`src/rtl/riscv_ifu_align.sv`:
```
// riscv_ifu_align
// Realigns 32-bit word-aligned fetch responses into whole RV32 / RVC
// instructions for decode. A single halfword buffer carries the upper half of
// the last word so that compressed pairs and word-straddling 32-bit
// instructions can be emitted one per cycle. Redirects, including redirects
// to an odd halfword, flush the buffer and restart the stream.
module riscv_ifu_align #(
  parameter logic [31:0] RESET_PC = 32'h0000_0000
) (
  input  logic        clock,
  input  logic        reset,
  // fetch response side
  input  logic        fetch_vld,
  input  logic [31:0] fetch_addr,
  input  logic [31:0] fetch_data,
  output logic        fetch_rdy,
  // redirect
  input  logic        redirect_vld,
  input  logic [31:0] redirect_addr,
  // decode side
  output logic        ifu_vld,
  output logic [31:0] ifu_addr,
  output logic [31:0] ifu_data,
  input  logic        ifu_rdy
);

  // ---------------------------------------------------------------------------
  // State
  // ---------------------------------------------------------------------------
  // r_pc is the halfword address of the next instruction to emit. Whenever
  // r_hb_vld is set, r_hb_data is the halfword at r_pc and r_pc[1] is 1.
  logic [31:1] r_pc;
  logic [15:0] r_hb_data;
  logic        r_hb_vld;

  // Output register presented to decode.
  logic        r_ifu_vld;
  logic [31:0] r_ifu_addr;
  logic [31:0] r_ifu_data;

  // ---------------------------------------------------------------------------
  // Decoded conditions
  // ---------------------------------------------------------------------------
  logic        w_slot_free;   // output register may be overwritten this cycle
  logic        w_hb_is_rvc;   // buffered half is a complete 16-bit instruction
  logic        w_drain;       // buffered compressed half must be emitted first
  logic [31:2] w_exp_word;    // word address the stream needs next
  logic        w_stale;       // presented word is not the one we need
  logic        w_lo_is_rvc;   // lower half of the presented word is compressed
  logic        w_fetch_rdy;
  logic        w_take;        // in-sequence word accepted and consumed

  // Next-state values for the stream (ignoring reset and redirect).
  logic [31:1] w_pc_nxt;
  logic [15:0] w_hb_data_nxt;
  logic        w_hb_vld_nxt;
  logic        w_emit;
  logic [31:0] w_emit_addr;
  logic [31:0] w_emit_data;

  assign w_slot_free = !r_ifu_vld || ifu_rdy;
  assign w_hb_is_rvc = (r_hb_data[1:0] != 2'b11);
  assign w_drain     = r_hb_vld && w_hb_is_rvc;
  assign w_lo_is_rvc = (fetch_data[1:0] != 2'b11);

  // A buffered half always sits in the upper half of the word at r_pc, so the
  // next needed word is one past it; otherwise it is the word holding r_pc.
  assign w_exp_word = r_hb_vld ? (r_pc[31:2] + 30'd1) : r_pc[31:2];
  assign w_stale    = (fetch_addr[31:2] != w_exp_word);

  // Fetch handshake: a redirect swallows whatever is presented, a drain cycle
  // blocks fetch, and stale words are always swallowed so fetch cannot stall.
  always_comb begin
    if (redirect_vld) begin
      w_fetch_rdy = 1'b1;
    end else if (w_drain) begin
      w_fetch_rdy = 1'b0;
    end else begin
      w_fetch_rdy = w_slot_free || w_stale;
    end
  end

  assign fetch_rdy = w_fetch_rdy;

  // Only an in-sequence word outside a redirect changes the stream; a
  // non-stale word is only accepted when the output slot is free.
  assign w_take = fetch_vld && w_fetch_rdy && !redirect_vld && !w_drain && !w_stale;

  // Compute the stream update and the instruction (if any) emitted this cycle.
  // NOTE: every signal written here gets a default first, so no path through
  // the if/else chain leaves a value unassigned and no latch is inferred.
  always_comb begin
    w_pc_nxt      = r_pc;
    w_hb_data_nxt = r_hb_data;
    w_hb_vld_nxt  = r_hb_vld;
    w_emit        = 1'b0;
    w_emit_addr   = {r_pc, 1'b0};
    w_emit_data   = 32'h0000_0000;

    if (w_drain) begin
      // Buffered compressed half goes out on its own; the fetch word waits.
      if (w_slot_free) begin
        w_emit       = 1'b1;
        w_emit_data  = {16'h0000, r_hb_data};
        w_pc_nxt     = r_pc + 31'd1;
        w_hb_vld_nxt = 1'b0;
      end
    end else if (w_take) begin
      if (r_hb_vld) begin
        // 32-bit instruction straddling the word boundary.
        w_emit        = 1'b1;
        w_emit_data   = {fetch_data[15:0], r_hb_data};
        w_pc_nxt      = r_pc + 31'd2;
        w_hb_data_nxt = fetch_data[31:16];
      end else if (r_pc[1]) begin
        // Entered at an upper half after a redirect: the lower half is not
        // part of the stream, keep only the upper half.
        w_hb_data_nxt = fetch_data[31:16];
        w_hb_vld_nxt  = 1'b1;
      end else if (w_lo_is_rvc) begin
        // Compressed in the lower half; upper half is buffered for later.
        w_emit        = 1'b1;
        w_emit_data   = {16'h0000, fetch_data[15:0]};
        w_pc_nxt      = r_pc + 31'd1;
        w_hb_data_nxt = fetch_data[31:16];
        w_hb_vld_nxt  = 1'b1;
      end else begin
        // Aligned 32-bit instruction fills the whole word.
        w_emit      = 1'b1;
        w_emit_data = fetch_data;
        w_pc_nxt    = r_pc + 31'd2;
      end
    end
  end

  // Stream state update: reset, then redirect, then normal progress.
  // NOTE: non-blocking assignments so every register samples pre-edge values
  // and statement order inside the block cannot change the result.
  always_ff @(posedge clock) begin
    if (reset) begin
      r_pc      <= RESET_PC[31:1];
      r_hb_data <= 16'h0000;
      r_hb_vld  <= 1'b0;
    end else if (redirect_vld) begin
      r_pc     <= redirect_addr[31:1];
      r_hb_vld <= 1'b0;
    end else begin
      r_pc      <= w_pc_nxt;
      r_hb_data <= w_hb_data_nxt;
      r_hb_vld  <= w_hb_vld_nxt;
    end
  end

  // Output register: loads on emit, empties when a free slot has nothing new,
  // holds under backpressure, and is invalidated by redirect unconditionally.
  always_ff @(posedge clock) begin
    if (reset) begin
      r_ifu_vld  <= 1'b0;
      r_ifu_addr <= 32'h0000_0000;
      r_ifu_data <= 32'h0000_0000;
    end else if (redirect_vld) begin
      r_ifu_vld <= 1'b0;
    end else begin
      if (w_slot_free) begin
        r_ifu_vld <= w_emit;
      end
      if (w_emit) begin
        r_ifu_addr <= w_emit_addr;
        r_ifu_data <= w_emit_data;
      end
    end
  end

  assign ifu_vld  = r_ifu_vld;
  assign ifu_addr = r_ifu_addr;
  assign ifu_data = r_ifu_data;

endmodule

```
`config.mk`:
```
export PLATFORM = sky130hd
export DESIGN_NAME = riscv_ifu_align
export DESIGN_NICKNAME = d
export VERILOG_FILES = /design/src/rtl/riscv_ifu_align.sv
export SDC_FILE = /design/constraint.sdc
export NUM_CORES = 1
export LEC_CHECK = 0
export CAP_MARGIN = 20
export CORE_ASPECT_RATIO = 1.1
export CORE_MARGIN = 2
export CORE_UTILIZATION = 55
export DETAILED_ROUTE_END_ITERATION = 16
export HOLD_SLACK_MARGIN = 0.05
export PLACE_DENSITY_LB_ADDON = 0.2
export SYNTH_ARGS = -nofsm -noshare
export SYNTH_HDL_FRONTEND = slang
export SYNTH_SLANG_ARGS = --single-unit
export TNS_END_PERCENT = 30
```
`constraint.sdc`:
```
create_clock -name clock -period 9.9 [get_ports clock]
set_input_delay 1.485 -clock clock [delete_from_list [all_inputs] [get_ports clock]]
set_output_delay 1.485 -clock clock [all_outputs]
set_load 0.05 [all_outputs]
```
Yosys cells after proc, flatten, opt, wreduce, memory -nomap -nowiden
Cells that the tools add are included.
- register bits after elaboration: 112
- input port bits: 101
- output and inout bits: 66
- logic and storage cells: 68
- add/sub/neg operators: 3
- eq/ne operators: 6
- muxes and demuxes: 30
- bitwise gates (word level): 2
- reductions and logical operators: 20
- operator list (cell ; number):
    $mux 31 ; 7
    $mux 32 ; 5
    $mux 16 ; 4
    $add 31x1->31 const B ; 1
    $add 31x2->31 const B ; 1
    $add 30x1->30 const B ; 1
    $mux 30 ; 1
    $ne 30x30->1 ; 1
    $mux 1 ; 13
    $ne 2x2->1 const B ; 3
    $reduce_and 2->1 ; 3
    $reduce_bool 3->1 ; 2
    $logic_and 1x1->1 ; 5
    $logic_not 1->1 ; 4
    $ne 4x2->1 const B ; 1
    $reduce_and 4->1 ; 1
    $ne 3x3->1 const B ; 1
    $reduce_and 3->1 ; 1
    $logic_or 1x1->1 ; 2
    $not 1->1 ; 2
    $reduce_bool 2->1 ; 1
    $reduce_or 2->1 ; 1

Depth between registers and ports, before layout
Gate-level depths: netlist of run 1.
- depth in word-level cells: 13
- depth in mapped cells: 14
- depth with buffers taken out: 10

Least setup slack after synthesis of run 1
No wires, ideal clock.
- path type: in2out
- from: in fetch_addr[14]
- to: out fetch_rdy
- arrival time: 3.696 ns
- slack: 4.719 ns
- stages: 8
- path through: nand4b_1 nor4_1 or4_1 o211a_2 nor4_4 o2111a_2 and3_1 o21ai_0
- cells in the longest elaborated chain, start to end: 4
- ends and longest elaborated chain (what ; RTL line ; text):
    start, declared ; 14 ; input logic [31:0] fetch_addr,
    $ne 30x30->1 ; 69 ; assign w_stale = (fetch_addr[31:2] != w_exp_word);
    $logic_or 1x1->1 ; 79 ; w_fetch_rdy = w_slot_free || w_stale;
    $mux 1 ; 76 ; end else if (w_drain) begin
    $mux 1 ; 74 ; if (redirect_vld) begin
    end, declared ; 16 ; output logic fetch_rdy,
Every way passes these cells.

Worst setup path after layout of run 1
- from: reg r_pc[9] (netlist name)
- to: out fetch_rdy
- cells in the longest elaborated chain, start to end: 6
- ends and longest elaborated chain (what ; RTL line ; text):
    start, declared ; 32 ; logic [31:1] r_pc;
    start signal, assigned ; 141 ; r_pc <= RESET_PC[31:1];
    start signal, assigned ; 145 ; r_pc <= redirect_addr[31:1];
    start signal, assigned ; 148 ; r_pc <= w_pc_nxt;
    $add 30x1->30 ; 68 ; assign w_exp_word = r_hb_vld ? (r_pc[31:2] + 30'd1) : r_pc[31:2];
    $mux 30 (*) ; 68 ;
    $ne 30x30->1 (*) ; 69 ;
    $logic_or 1x1->1 (*) ; 79 ;
    $mux 1 (*) ; 76 ;
    $mux 1 (*) ; 74 ;
Every way passes the cells marked *; elsewhere a longest branch is shown, timed or not.

==> results of run 1 <==
[power by group through the flow]
stage / clock network (W) / logic, W / registers, W
floorplan: 0 / 0.000104 / 0.000471
global placement: 0 / 0.000147 / 0.000497
detailed placement: 0 / 0.000148 / 0.000497
CTS: 0.000397 / 0.000149 / 0.000486
global route: 0.000413 / 0.000163 / 0.000488
finish: 0.000397 / 0.000152 / 0.000488
[critical path, cell delays in order (launching register included)]
cell,delay (ps)
sky130_fd_sc_hd__dfxtp_1,710
sky130_fd_sc_hd__nand4_1,440
sky130_fd_sc_hd__nor3_1,620
sky130_fd_sc_hd__nand4_1,320
sky130_fd_sc_hd__xor2_1,230
sky130_fd_sc_hd__o41ai_1,610
sky130_fd_sc_hd__o2111a_2,390
sky130_fd_sc_hd__and3_1,160
sky130_fd_sc_hd__o21ai_0,100
sky130_fd_sc_hd__clkdlybuf4s50_1,740
[sequential cells by signal (all words and copies together), names as in the netlist]
signal and count:
ifu_vld 1, r_hb_vld 1, ifu_addr 31, r_pc 31, r_hb_data 16, ifu_data 32
[final timing paths]
kind	start	endpoint	cells after the start
worst max-delay path	r_pc[9]	fetch_rdy	9
worst max register to register	r_pc[9]	ifu_data[10]	10
worst min-delay path	ifu_data[28]	ifu_data[28]	2
worst min register to register	ifu_data[28]	ifu_data[28]	2
[area by class of cell]
| type | instances | area (um2) |
|---|---|---|
| Timing Repair Buffer | 174 | 1700 |
| Fill cell | 1076 | 3770 |
| Inverter | 11 | 41.3 |
| Sequential cell | 112 | 2240 |
| Clock buffer | 11 | 243 |
| Clock inverter | 5 | 72.6 |
| Multi-Input combinational cell | 718 | 4370 |
| Tap cell | 157 | 196 |
[through the flow]
| step | hold slack [ps] | worst slack (ps) | area (um2) | utilization |
|---|---|---|---|---|
| finish | 474 | 3720 | 8870 | 0.702 |
| global route | 495 | 3630 | 8870 | 0.702 |
| floorplan | 459 | 4720 | 7120 | - |
| CTS | 475 | 3890 | 8870 | 0.702 |
| global placement | 462 | 3930 | 8560 | 0.677 |
| detailed placement | 464 | 3910 | 8560 | 0.677 |
[cell families (layout without fill, tap and decap cells)]
| kind of cell | after synthesis | in the layout | synth area share |
|---|---|---|---|
| AO/OA/AOI/OAI | 300 | 300 | 0.275 |
| flip-flops | 112 | 112 | 0.315 |
| adder cells (fa/ha/maj) | 2 | 2 | 0.00351 |
| buffers and inverters | 109 | 201 | 0.0729 |
| AND/OR/NAND/NOR | 344 | 344 | 0.243 |
| multiplexers | 18 | 18 | 0.0253 |
| XOR/XNOR | 53 | 53 | 0.0652 |
| other | 1 | 1 | 0.000527 |
[cells in the final DEF, fill, tap and decap left out, types with 3 or more instances in the layout]
cell	instances
sky130_fd_sc_hd__or4_1	10
sky130_fd_sc_hd__o22ai_1	3
sky130_fd_sc_hd__nand2b_1	12
sky130_fd_sc_hd__nor2_1	67
sky130_fd_sc_hd__a2111oi_0	3
sky130_fd_sc_hd__and2_1	3
sky130_fd_sc_hd__or3_1	4
sky130_fd_sc_hd__xor2_1	18
sky130_fd_sc_hd__nand2_1	88
sky130_fd_sc_hd__nand4_1	24
sky130_fd_sc_hd__dfxtp_1	112
sky130_fd_sc_hd__and3_1	9
sky130_fd_sc_hd__a221oi_1	9
sky130_fd_sc_hd__nor4_1	15
sky130_fd_sc_hd__o31ai_1	10
sky130_fd_sc_hd__o211ai_1	3
sky130_fd_sc_hd__a31oi_1	8
sky130_fd_sc_hd__a211oi_1	5
sky130_fd_sc_hd__nor3_1	24
sky130_fd_sc_hd__mux2i_1	18
sky130_fd_sc_hd__buf_4	13
sky130_fd_sc_hd__inv_1	9
sky130_fd_sc_hd__a41oi_1	3
sky130_fd_sc_hd__a22oi_1	13
sky130_fd_sc_hd__a22o_1	17
sky130_fd_sc_hd__nor2b_1	6
sky130_fd_sc_hd__or2_2	3
sky130_fd_sc_hd__a21oi_1	90
sky130_fd_sc_hd__clkbuf_16	9
sky130_fd_sc_hd__o32ai_1	15
sky130_fd_sc_hd__o21ai_0	76
sky130_fd_sc_hd__xnor2_1	35
sky130_fd_sc_hd__o41ai_1	5
sky130_fd_sc_hd__clkdlybuf4s50_1	160
sky130_fd_sc_hd__nand3_1	64
sky130_fd_sc_hd__a311oi_1	23
[routing by layer]
layer,track usage,vias to the layer above,part of all wire
met2,0.588,500,0.47
met3,0.0907,99,0.10
met5,0,-,0
met4,0.211,0,0.053
met1,0.440,3738,0.38
li1,-,3656,-
==> implementation parameters, run 1 <==
Parameter                              Value

Drt
  Detailed-routing iteration count for the pre-antenna-repair pass    6
  Initial drt markers    895
  Post-detailed-route via-to-cell ratio    between 6 and 7
  Count of antenna-violating nets left after detailed routing    0
  Wire per inst    between 20 and 25 um
  Vias after detailed routing    around 8k
  Number of DRC violations after detailed routing    0
  Total wirelength of the detailed-routed design    25300 um

STA
  Transition at the pin with the smallest max-transition slack    1050 ps
  Slew Limit Headroom    0.300
  Unrepaired setup endpoints after global routing    no
  Final hold violation count    0
  Total negative slack    0 ps
  Period utilization    0.624
  Fin crit period    slightly above 6000 ps
  Final number of max-transition violations    0
  Finish-stage setup viols    0
  Highest attainable clock frequency    approximately 160 MHz
  Post-route clock skew    18.1 ps

Logic synthesis
  Leading cell type by number of instances after synthesis    sky130_fd_sc_hd__dfxtp_1
  Most area-hungry cell type in the Yosys netlist    sky130_fd_sc_hd__dfxtp_1
  Top post-synthesis cells by count    112 x sky130_fd_sc_hd__dfxtp_1, 90 x sky130_fd_sc_hd__a21oi_1, 88 x sky130_fd_sc_hd__nand2_1
  Area fraction of the dominant cell type after synthesis    0.315
  Share of synthesized area occupied by flip-flops and latches    0.315
  Netlist area before placement    between 7000 and 8000 um2
  Number of flip-flops and latches in the synthesized netlist    112
  Total number of yosys warnings    0
  Synthesized netlist cell count    roughly 940
  Number of enable flip-flop cells after synthesis    0
  Dominant synthesized flop cell    sky130_fd_sc_hd__dfxtp_1
  Unique masters post-synth    67
  Net Count, Synth    1042
  Average instance area after synthesis    around 7.6 um2
  Area contributors post-synth    sky130_fd_sc_hd__dfxtp_1 31%, sky130_fd_sc_hd__a21oi_1 6.3%, sky130_fd_sc_hd__o21ai_0 5.3%
  Share of async-settable or async-resettable flops after synthesis    0

Global routing
  Total grt overflow    0
  Wire length of the first global-routing pass    approximately 40000 um
  Pin count of the biggest net entering global routing    between 90 and 100
  Initial antenna violation count    0
  Number of global-route vias before repair    between 7k and 8k
  Total Routing Usage GR    0.363

Power and ir drop
  Switching power summed over all nets    between 0.0002 and 0.0003 W
  Total power per unit cell area    roughly 120 nW/um2
  Clk pwr share    0.383
  Register share of total power    0.471
  Cell Int Power    around 0.00074 W
  Leakage power of the design    2.87 nW
  Switching portion of total power    0.287
  VDD IR max    between 0.0001 and 0.00015 V
  Part of the total power dissipated in combinational logic    0.146
  Total power of the final layout    0.00104 W

CTS
  CTS root buffer    sky130_fd_sc_hd__clkbuf_16
  Clock Tree Buf Depth    2
  Clock transition time at the flip-flop clock pins of the worst setup and hold paths    around 90 ps
  CTS tree    built
  Post-CTS setup repair buffer count    0
  Number of gates resized after cts    0
  Clk Latency, worst-skew pair    ~370 ps
  TritonCTS buffer count    9
  Hold buffer count at CTS    0
  Num Clock Sinks    112
  H-tree levels    3

Floorplan
  Core footprint    around 13000 um2
  DIE AREA    ~14000 um2
  Initial core utilization    0.563
  Ports    ~170
  Die span in x    around 110 um
  Cell row count    43
  Die height    123 um

Min path
  Worst hold-check path type    flop to flop

Finish
  Number of non-filler instances in the completed layout    around 1.2k
  Diodes inserted    0
  Fraction of final layout cells with drive strength greater than 1    0.0466
  Nets    ~1.1k
  Area grow syn2layout    24.6%

Setup path
  Nature of the critical path startpoint    flop
  WS Path Type    flop to output port
  Data required, critical path    about 8400 ps
  Critical-path maximum fanout    12
  Reg2Reg Setup Slack    between 4000 and 5000 ps
  Arrival time worst endpoint    4690 ps
  Type of element capturing the critical path    output port

Status
  Status    finished, final reports clean

Placement
  Final weighted congestion of routability-driven global placement    0.989
  Placed Instances    approximately 1.2k
  Port-buffer cells    around 160
  Total half-perimeter wirelength after legalization and detailed placement    17300 um

Run
  Count of max-cap constraint violations    0
No activity file was read; power rests on OpenSTA's default activity.
==> run 2, diff against run 1 <==
CORE_UTILIZATION = 51   (was 55)
clock period = 6.2 ns   (was 9.9 ns; I/O delays follow)
==> implementation parameters, run 2 (synthesis results as in run 1) <==
Parameter                              Value

Finish
  Fraction of final layout cells with drive strength greater than 1    0.0521
  Leading cell types in the layout, fill and taps excluded    160 x sky130_fd_sc_hd__clkdlybuf4s50_1, 112 x sky130_fd_sc_hd__dfxtp_1, 90 x sky130_fd_sc_hd__a21oi_1, 88 x sky130_fd_sc_hd__nand2_1, 76 x sky130_fd_sc_hd__o21ai_0
  Most common cell after layout, fill and taps aside    sky130_fd_sc_hd__clkdlybuf4s50_1
  Flip-flop count of the largest register, all copies and words added    32
  Final design utilization    0.656
  Post-route cell area    roughly 9000 um2
  Diodes inserted    0
  Area grow syn2layout    26.6%
  Nets    between 1k and 1.5k
  Number of non-filler instances in the completed layout    between 1k and 1.5k

STA
  Post-route clock skew    around 8.4 ps
  Transition at the pin with the smallest max-transition slack    around 1100 ps
  Total negative slack    0 ps
  Fin crit period    around 5500 ps
  Finish-stage setup viols    0
  Period utilization    0.882
  Unrepaired setup endpoints after global routing    no
  Final number of max-transition violations    0
  Slew Limit Headroom    0.297
  Final hold violation count    0
  Highest attainable clock frequency    between 150 and 200 MHz

Min path
  Hold path endpoint    ifu_data[28]
  Worst hold-check path type    flop to flop
  Number of instances on the worst hold path    2
  HP Start    ifu_data[28]

CTS
  Post-CTS setup repair buffer count    0
  Clk Latency, worst-skew pair    360 ps
  H-tree levels    3
  Clock transition time at the flip-flop clock pins of the worst setup and hold paths    ~80 ps
  Clock Tree Buf Depth    2
  Num Clock Sinks    ~110
  Hold buffer count at CTS    0
  Number of gates resized after cts    0
  CTS root buffer    sky130_fd_sc_hd__clkbuf_16
  TritonCTS buffer count    9
  CTS tree    built

Placement
  Placed Instances    about 1.2k
  Area of placed instances    between 8000 and 9000 um2
  Port-buffer cells    around 160
  Total half-perimeter wirelength after legalization and detailed placement    ~17000 um
  Final weighted congestion of routability-driven global placement    1.06

Floorplan
  Cell row count    45
  Core footprint    13700 um2
  Die span in x    117 um
  Initial core utilization    0.518
  Die height    between 100 and 150 um
  DIE AREA    approximately 15000 um2
  Ports    approximately 170

Setup path
  Critical-path maximum fanout    12
  Nature of the critical path startpoint    flop
  WS Path Type    flop to output port
  Data required, critical path    between 5000 and 6000 ps
  Type of element capturing the critical path    output port
  Reg2Reg Setup Slack    1470 ps
  R2R cell count    10
  Arrival time worst endpoint    between 4000 and 5000 ps
  Origin of the critical flop-to-flop path    r_pc[8]
  R2r endpoint    r_pc[16]

Drt
  Post-detailed-route via-to-cell ratio    ~6.5
  Count of antenna-violating nets left after detailed routing    0
  Wire per inst    roughly 21 um
  Vias after detailed routing    just under 8k
  Number of DRC violations after detailed routing    0
  Detailed-routing iteration count for the pre-antenna-repair pass    6
  Total wirelength of the detailed-routed design    around 25000 um
  Initial drt markers    approximately 940

Global routing
  Pin count of the biggest net entering global routing    slightly below 90
  Total grt overflow    0
  Initial antenna violation count    0
  Number of global-route vias before repair    ~7.2k
  Met1 track demand over resource in global routing    0.434
  GR Layer Usage met3    0.0657
  Total Routing Usage GR    0.337
  Top Usage Layer GRT    met2
  Wire length of the first global-routing pass    just under 40000 um
  Fraction of met2 tracks used by global routing    0.550

Power and ir drop
  Cell Int Power    about 0.0013 W
  Switching power summed over all nets    around 0.00047 W
  Switching portion of total power    0.272
  Clk pwr share    0.405
  Register share of total power    0.448
  Leakage power of the design    roughly 3 nW
  VDD IR max    around 0.00015 V
  Part of the total power dissipated in combinational logic    0.147
  Total power per unit cell area    191 nW/um2
  Total power of the final layout    about 0.0017 W

Status
  Status    finished, final reports clean

Run
  Count of max-cap constraint violations    0
==> run 2: area by class of cell <==
cell class                 instances  area (um2)
clock buffer                      10         229
clock inverter                     6         126
fill                            1248        4720
inverter                          11        41.3
multi-input combinational        718        4370
sequential                       112        2240
tap                              188         235
timing repair buffer             180        1770
==> run 2: layer usage <==
| layer | vias up | wire length [um] | part of all wire |
|---|---|---|---|
| met3 | 86 | 2500 | 0.098 |
| li1 | 3668 | - | - |
| met4 | 0 | 1040 | 0.041 |
| met2 | 476 | 12000 | 0.47 |
| met1 | 3705 | 9850 | 0.39 |
| met5 | - | 0 | 0 |
==> run 2: worst max-delay path: stages, from the launching register on <==
cell and delay (ps):
sky130_fd_sc_hd__dfxtp_1 610, sky130_fd_sc_hd__nand4_1 450, sky130_fd_sc_hd__nor3_1 590, sky130_fd_sc_hd__nand4_1 310
sky130_fd_sc_hd__xor2_1 220, sky130_fd_sc_hd__o41ai_1 580, sky130_fd_sc_hd__o2111a_2 390, sky130_fd_sc_hd__and3_1 160
sky130_fd_sc_hd__o21ai_0 110, sky130_fd_sc_hd__clkdlybuf4s50_1 750
==> run 2: through the flow <==
| step | hold WS [ps] | setup slack (ps) |
|---|---|---|
| floorplan | 459 | 2030 |
| global placement | 462 | 1310 |
| detailed placement | 466 | 1290 |
| CTS | 478 | 907 |
| global route | 499 | 495 |
| finish | 476 | 730 |
==> run 2: power groups by stage <==
stage	combinational, W	sequential, W	clock, W
5_1_grt	0.000270	0.000771	0.000729
4_1_cts	0.000247	0.000767	0.000700
6_report	0.000252	0.000771	0.000696
2_1_floorplan	0.000165	0.000752	0
3_3_place_gp	0.000243	0.000785	0
3_5_place_dp	0.000245	0.000784	0
==> run 2: worst max path at each step <==
stage,end,cells after the start,start,slack (ps)
global route,fetch_rdy,9,r_pc[8],490
detailed placement,fetch_rdy,10,fetch_addr[14],1290
finish,fetch_rdy,9,r_pc[8],730
CTS,fetch_rdy,9,r_pc[8],910
global placement,fetch_rdy,10,fetch_addr[14],1310
floorplan,fetch_rdy,9,r_pc[23],2030
==> run 3, diff against run 2 <==
ABC_AREA = 1   (was unset)
CORE_UTILIZATION = 55   (was 51)
clock period = 6.7 ns   (was 6.2 ns; I/O delays follow)
==> implementation parameters, run 3 <==
Parameter                              Value

Global routing
  Fraction of met2 tracks used by global routing    0.598
  Pin count of the biggest net entering global routing    between 70 and 80
  Total grt overflow    0
  Number of global-route vias before repair    ~9.7k
  GR Layer Usage met3    0.0622
  Met1 track demand over resource in global routing    0.464
  Wire length of the first global-routing pass    about 50000 um
  Top Usage Layer GRT    met2
  Total Routing Usage GR    0.367
  Initial antenna violation count    0

Placement
  Final weighted congestion of routability-driven global placement    between 0.9 and 1
  Port-buffer cells    about 160
  Total half-perimeter wirelength after legalization and detailed placement    ~23000 um
  Area of placed instances    just over 10000 um2

Logic synthesis
  Number of flip-flops and latches in the synthesized netlist    112
  Top post-synthesis cells by count    463 x sky130_fd_sc_hd__nand2_1, 255 x sky130_fd_sc_hd__nor2_1, 184 x sky130_fd_sc_hd__nand3_1
  Total number of yosys warnings    0
  Synthesized netlist cell count    roughly 1.6k
  Number of enable flip-flop cells after synthesis    0
  Net Count, Synth    approximately 1.7k
  Leading cell type by number of instances after synthesis    sky130_fd_sc_hd__nand2_1
  Netlist area before placement    8750 um2
  Share of synthesized area occupied by flip-flops and latches    0.256
  Area contributors post-synth    sky130_fd_sc_hd__dfxtp_1 26%, sky130_fd_sc_hd__nand2_1 20%, sky130_fd_sc_hd__nor2_1 11%
  Dominant synthesized flop cell    sky130_fd_sc_hd__dfxtp_1
  Unique masters post-synth    between 40 and 50
  Most area-hungry cell type in the Yosys netlist    sky130_fd_sc_hd__dfxtp_1
  Average instance area after synthesis    5.61 um2
  Area fraction of the dominant cell type after synthesis    0.256
  Share of async-settable or async-resettable flops after synthesis    0

Drt
  Detailed-routing iteration count for the pre-antenna-repair pass    6
  Post-detailed-route via-to-cell ratio    approximately 5.7
  Vias after detailed routing    10.7k
  Wire per inst    ~17 um
  Count of antenna-violating nets left after detailed routing    0
  Initial drt markers    between 900 and 1k
  Total wirelength of the detailed-routed design    32400 um
  Number of DRC violations after detailed routing    0

Status
  Status    finished, final reports clean

STA
  Post-route clock skew    15.0 ps
  Period utilization    0.794
  Highest attainable clock frequency    roughly 190 MHz
  Slew Limit Headroom    0.299
  Transition at the pin with the smallest max-transition slack    around 1000 ps
  Final number of max-transition violations    0
  Fin crit period    5320 ps
  Finish-stage setup viols    0
  Final hold violation count    0
  Total negative slack    0 ps
  Unrepaired setup endpoints after global routing    no

Setup path
  Gate family responsible for the most delay along the worst path    simple AND/OR/NAND/NOR gates
  Slowest cell on the critical path    sky130_fd_sc_hd__clkdlybuf4s50_1
  R2r endpoint    r_pc[19]
  WS Path Type    flop to output port
  Cell seen most often among critical-path stages    sky130_fd_sc_hd__nand2_1
  Arrival time worst endpoint    4310 ps
  Nature of the critical path startpoint    flop
  R2R cell count    19
  Origin of the critical flop-to-flop path    r_pc[3]
  Reg2Reg Setup Slack    2050 ps
  Largest stage delay on the critical path    840 ps
  Type of element capturing the critical path    output port
  CP Buf/Inv Count    3
  Data required, critical path    about 5700 ps
  List of cells traversed by the critical path    ha_1 -> nand2_2 -> nor2_2 -> nand2_1 -> inv_1 -> nand2_1 -> nand2_1 -> nand3_1 -> nand2_1 -> nand2_1 -> nand2_1 -> nor2_1 -> nand3_1 -> nor2_1 -> buf_4 -> nand2_1 -> nor2_1 -> o21ai_0 -> clkdlybuf4s50_1
  Critical-path maximum fanout    12

Min path
  Hold path endpoint    ifu_addr[29]
  Number of instances on the worst hold path    4
  HP Start    ifu_addr[29]
  Worst hold-check path type    flop to flop

Floorplan
  Ports    about 170
  Die height    136 um
  Die span in x    124 um
  Initial core utilization    0.560
  Core footprint    approximately 16000 um2
  DIE AREA    around 17000 um2
  Cell row count    48

Run
  Count of max-cap constraint violations    0

CTS
  H-tree levels    3
  Num Clock Sinks    112
  CTS tree    built
  TritonCTS buffer count    9
  Clk Latency, worst-skew pair    around 370 ps
  Post-CTS setup repair buffer count    0
  Hold buffer count at CTS    0
  CTS root buffer    sky130_fd_sc_hd__clkbuf_16
  Clock Tree Buf Depth    2
  Clock transition time at the flip-flop clock pins of the worst setup and hold paths    approximately 90 ps
  Number of gates resized after cts    0

Finish
  Footprint of the multi-input gates    5410 um2
  Fraction of final layout cells with drive strength greater than 1    0.0547
  Post-route cell area    around 11000 um2
  Most common cell after layout, fill and taps aside    sky130_fd_sc_hd__nand2_1
  Nets    around 1.8k
  Flip-flop count of the largest register, all copies and words added    32
  Area taken by flip-flops and latches    ~2200 um2
  Diodes inserted    0
  Number of filler cells placed in the layout    roughly 1.5k
  Leading cell types in the layout, fill and taps excluded    463 x sky130_fd_sc_hd__nand2_1, 255 x sky130_fd_sc_hd__nor2_1, 184 x sky130_fd_sc_hd__nand3_1, 162 x sky130_fd_sc_hd__clkdlybuf4s50_1, 159 x sky130_fd_sc_hd__inv_1
  Final design utilization    0.680
  Area grow syn2layout    21.2%

Power and ir drop
  VDD IR max    0.000150 V
  Total power per unit cell area    approximately 150 nW/um2
  Leakage power of the design    4.89 nW
-- run 3: cell count changes after synthesis, moves of 14 or more --
cell	change
sky130_fd_sc_hd__a22o_1	-17
sky130_fd_sc_hd__inv_1	+150
sky130_fd_sc_hd__o32ai_1	-14
sky130_fd_sc_hd__nand2_2	+14
sky130_fd_sc_hd__nand2_1	+375
sky130_fd_sc_hd__a311oi_1	-23
sky130_fd_sc_hd__xnor2_1	-34
sky130_fd_sc_hd__nor4_1	-14
sky130_fd_sc_hd__clkbuf_1	-23
sky130_fd_sc_hd__nand3_1	+120
sky130_fd_sc_hd__nor2_1	+188
sky130_fd_sc_hd__nor2_2	+18
sky130_fd_sc_hd__a21oi_1	-45
sky130_fd_sc_hd__mux2i_1	-15
-- run 3: where the power goes --
| part | leakage (nW) | switching [W] | internal (W) |
|---|---|---|---|
| clock | 0.148 | 0.000301 | 0.000266 |
| sequential | 0.910 | 0.0000469 | 0.000681 |
| combinational | 3.83 | 0.000190 | 0.000134 |
-- run 3: logic make-up after synthesis --
family	count (synthesis)	synth area share
compound gates	175	0.119
xor+xnor	10	0.0100
fa+ha+maj	2	0.00286
buf+inv	266	0.126
flops	112	0.256
mux	3	0.00343
other cells	1	0.000428
simple gates	991	0.482
-- run 3: cell type report --
| class | count | area share |
|---|---|---|
| clock buffer | 9 | 0.0212 |
| clock inverter | 7 | 0.00707 |
| inverter | 174 | 0.0615 |
| multi-input combinational | 1182 | 0.510 |
| sequential | 112 | 0.211 |
| tap | 200 | 0.0236 |
| timing repair buffer | 179 | 0.166 |
-- run 3: metal layers --
layer	wire length (um)	vias up
li1	-	5157
met1	12800	4778
met2	14700	623
met3	3100	111
met4	1790	0
met5	0	-
-- run 3: worst max path at each step --
stage	from	endpoint	depth (start not counted)
after global placement	r_pc[3]	fetch_rdy	19
after detailed placement	r_pc[3]	fetch_rdy	19
after floorplan	r_pc[2]	fetch_rdy	18
final	r_pc[3]	fetch_rdy	19
after global routing	r_pc[3]	fetch_rdy	19
after CTS	r_pc[3]	fetch_rdy	19
-- run 3: per-stage QoR --
stage	cells	setup WS [ps]	hold slack (ps)	power [W]
floorplan	1560	2560	499	0.000925
detailed placement	1846	1900	501	0.00105
finish	1863	1380	516	0.00162
global placement	1846	1960	495	0.00105
global route	1863	1240	540	0.00167
CTS	1862	1480	517	0.00160
-- run 3: worst register-to-register path, stage by stage, from the launching register on --
cell and delay (ps):
sky130_fd_sc_hd__dfxtp_1 530, sky130_fd_sc_hd__ha_1 360, sky130_fd_sc_hd__nand2_2 160, sky130_fd_sc_hd__nor2_2 430, sky130_fd_sc_hd__nand2_1 230, sky130_fd_sc_hd__inv_1 150, sky130_fd_sc_hd__nand2_1 70, sky130_fd_sc_hd__nand2_1 100
sky130_fd_sc_hd__nand3_1 100, sky130_fd_sc_hd__nand2_1 110, sky130_fd_sc_hd__nand2_1 50, sky130_fd_sc_hd__nand2_1 120, sky130_fd_sc_hd__nor2_2 60, sky130_fd_sc_hd__nand4_2 80, sky130_fd_sc_hd__buf_4 340, sky130_fd_sc_hd__nand3_2 700
sky130_fd_sc_hd__nand2_1 710, sky130_fd_sc_hd__nand2_1 100, sky130_fd_sc_hd__nand2_1 90, sky130_fd_sc_hd__nor2_1 50
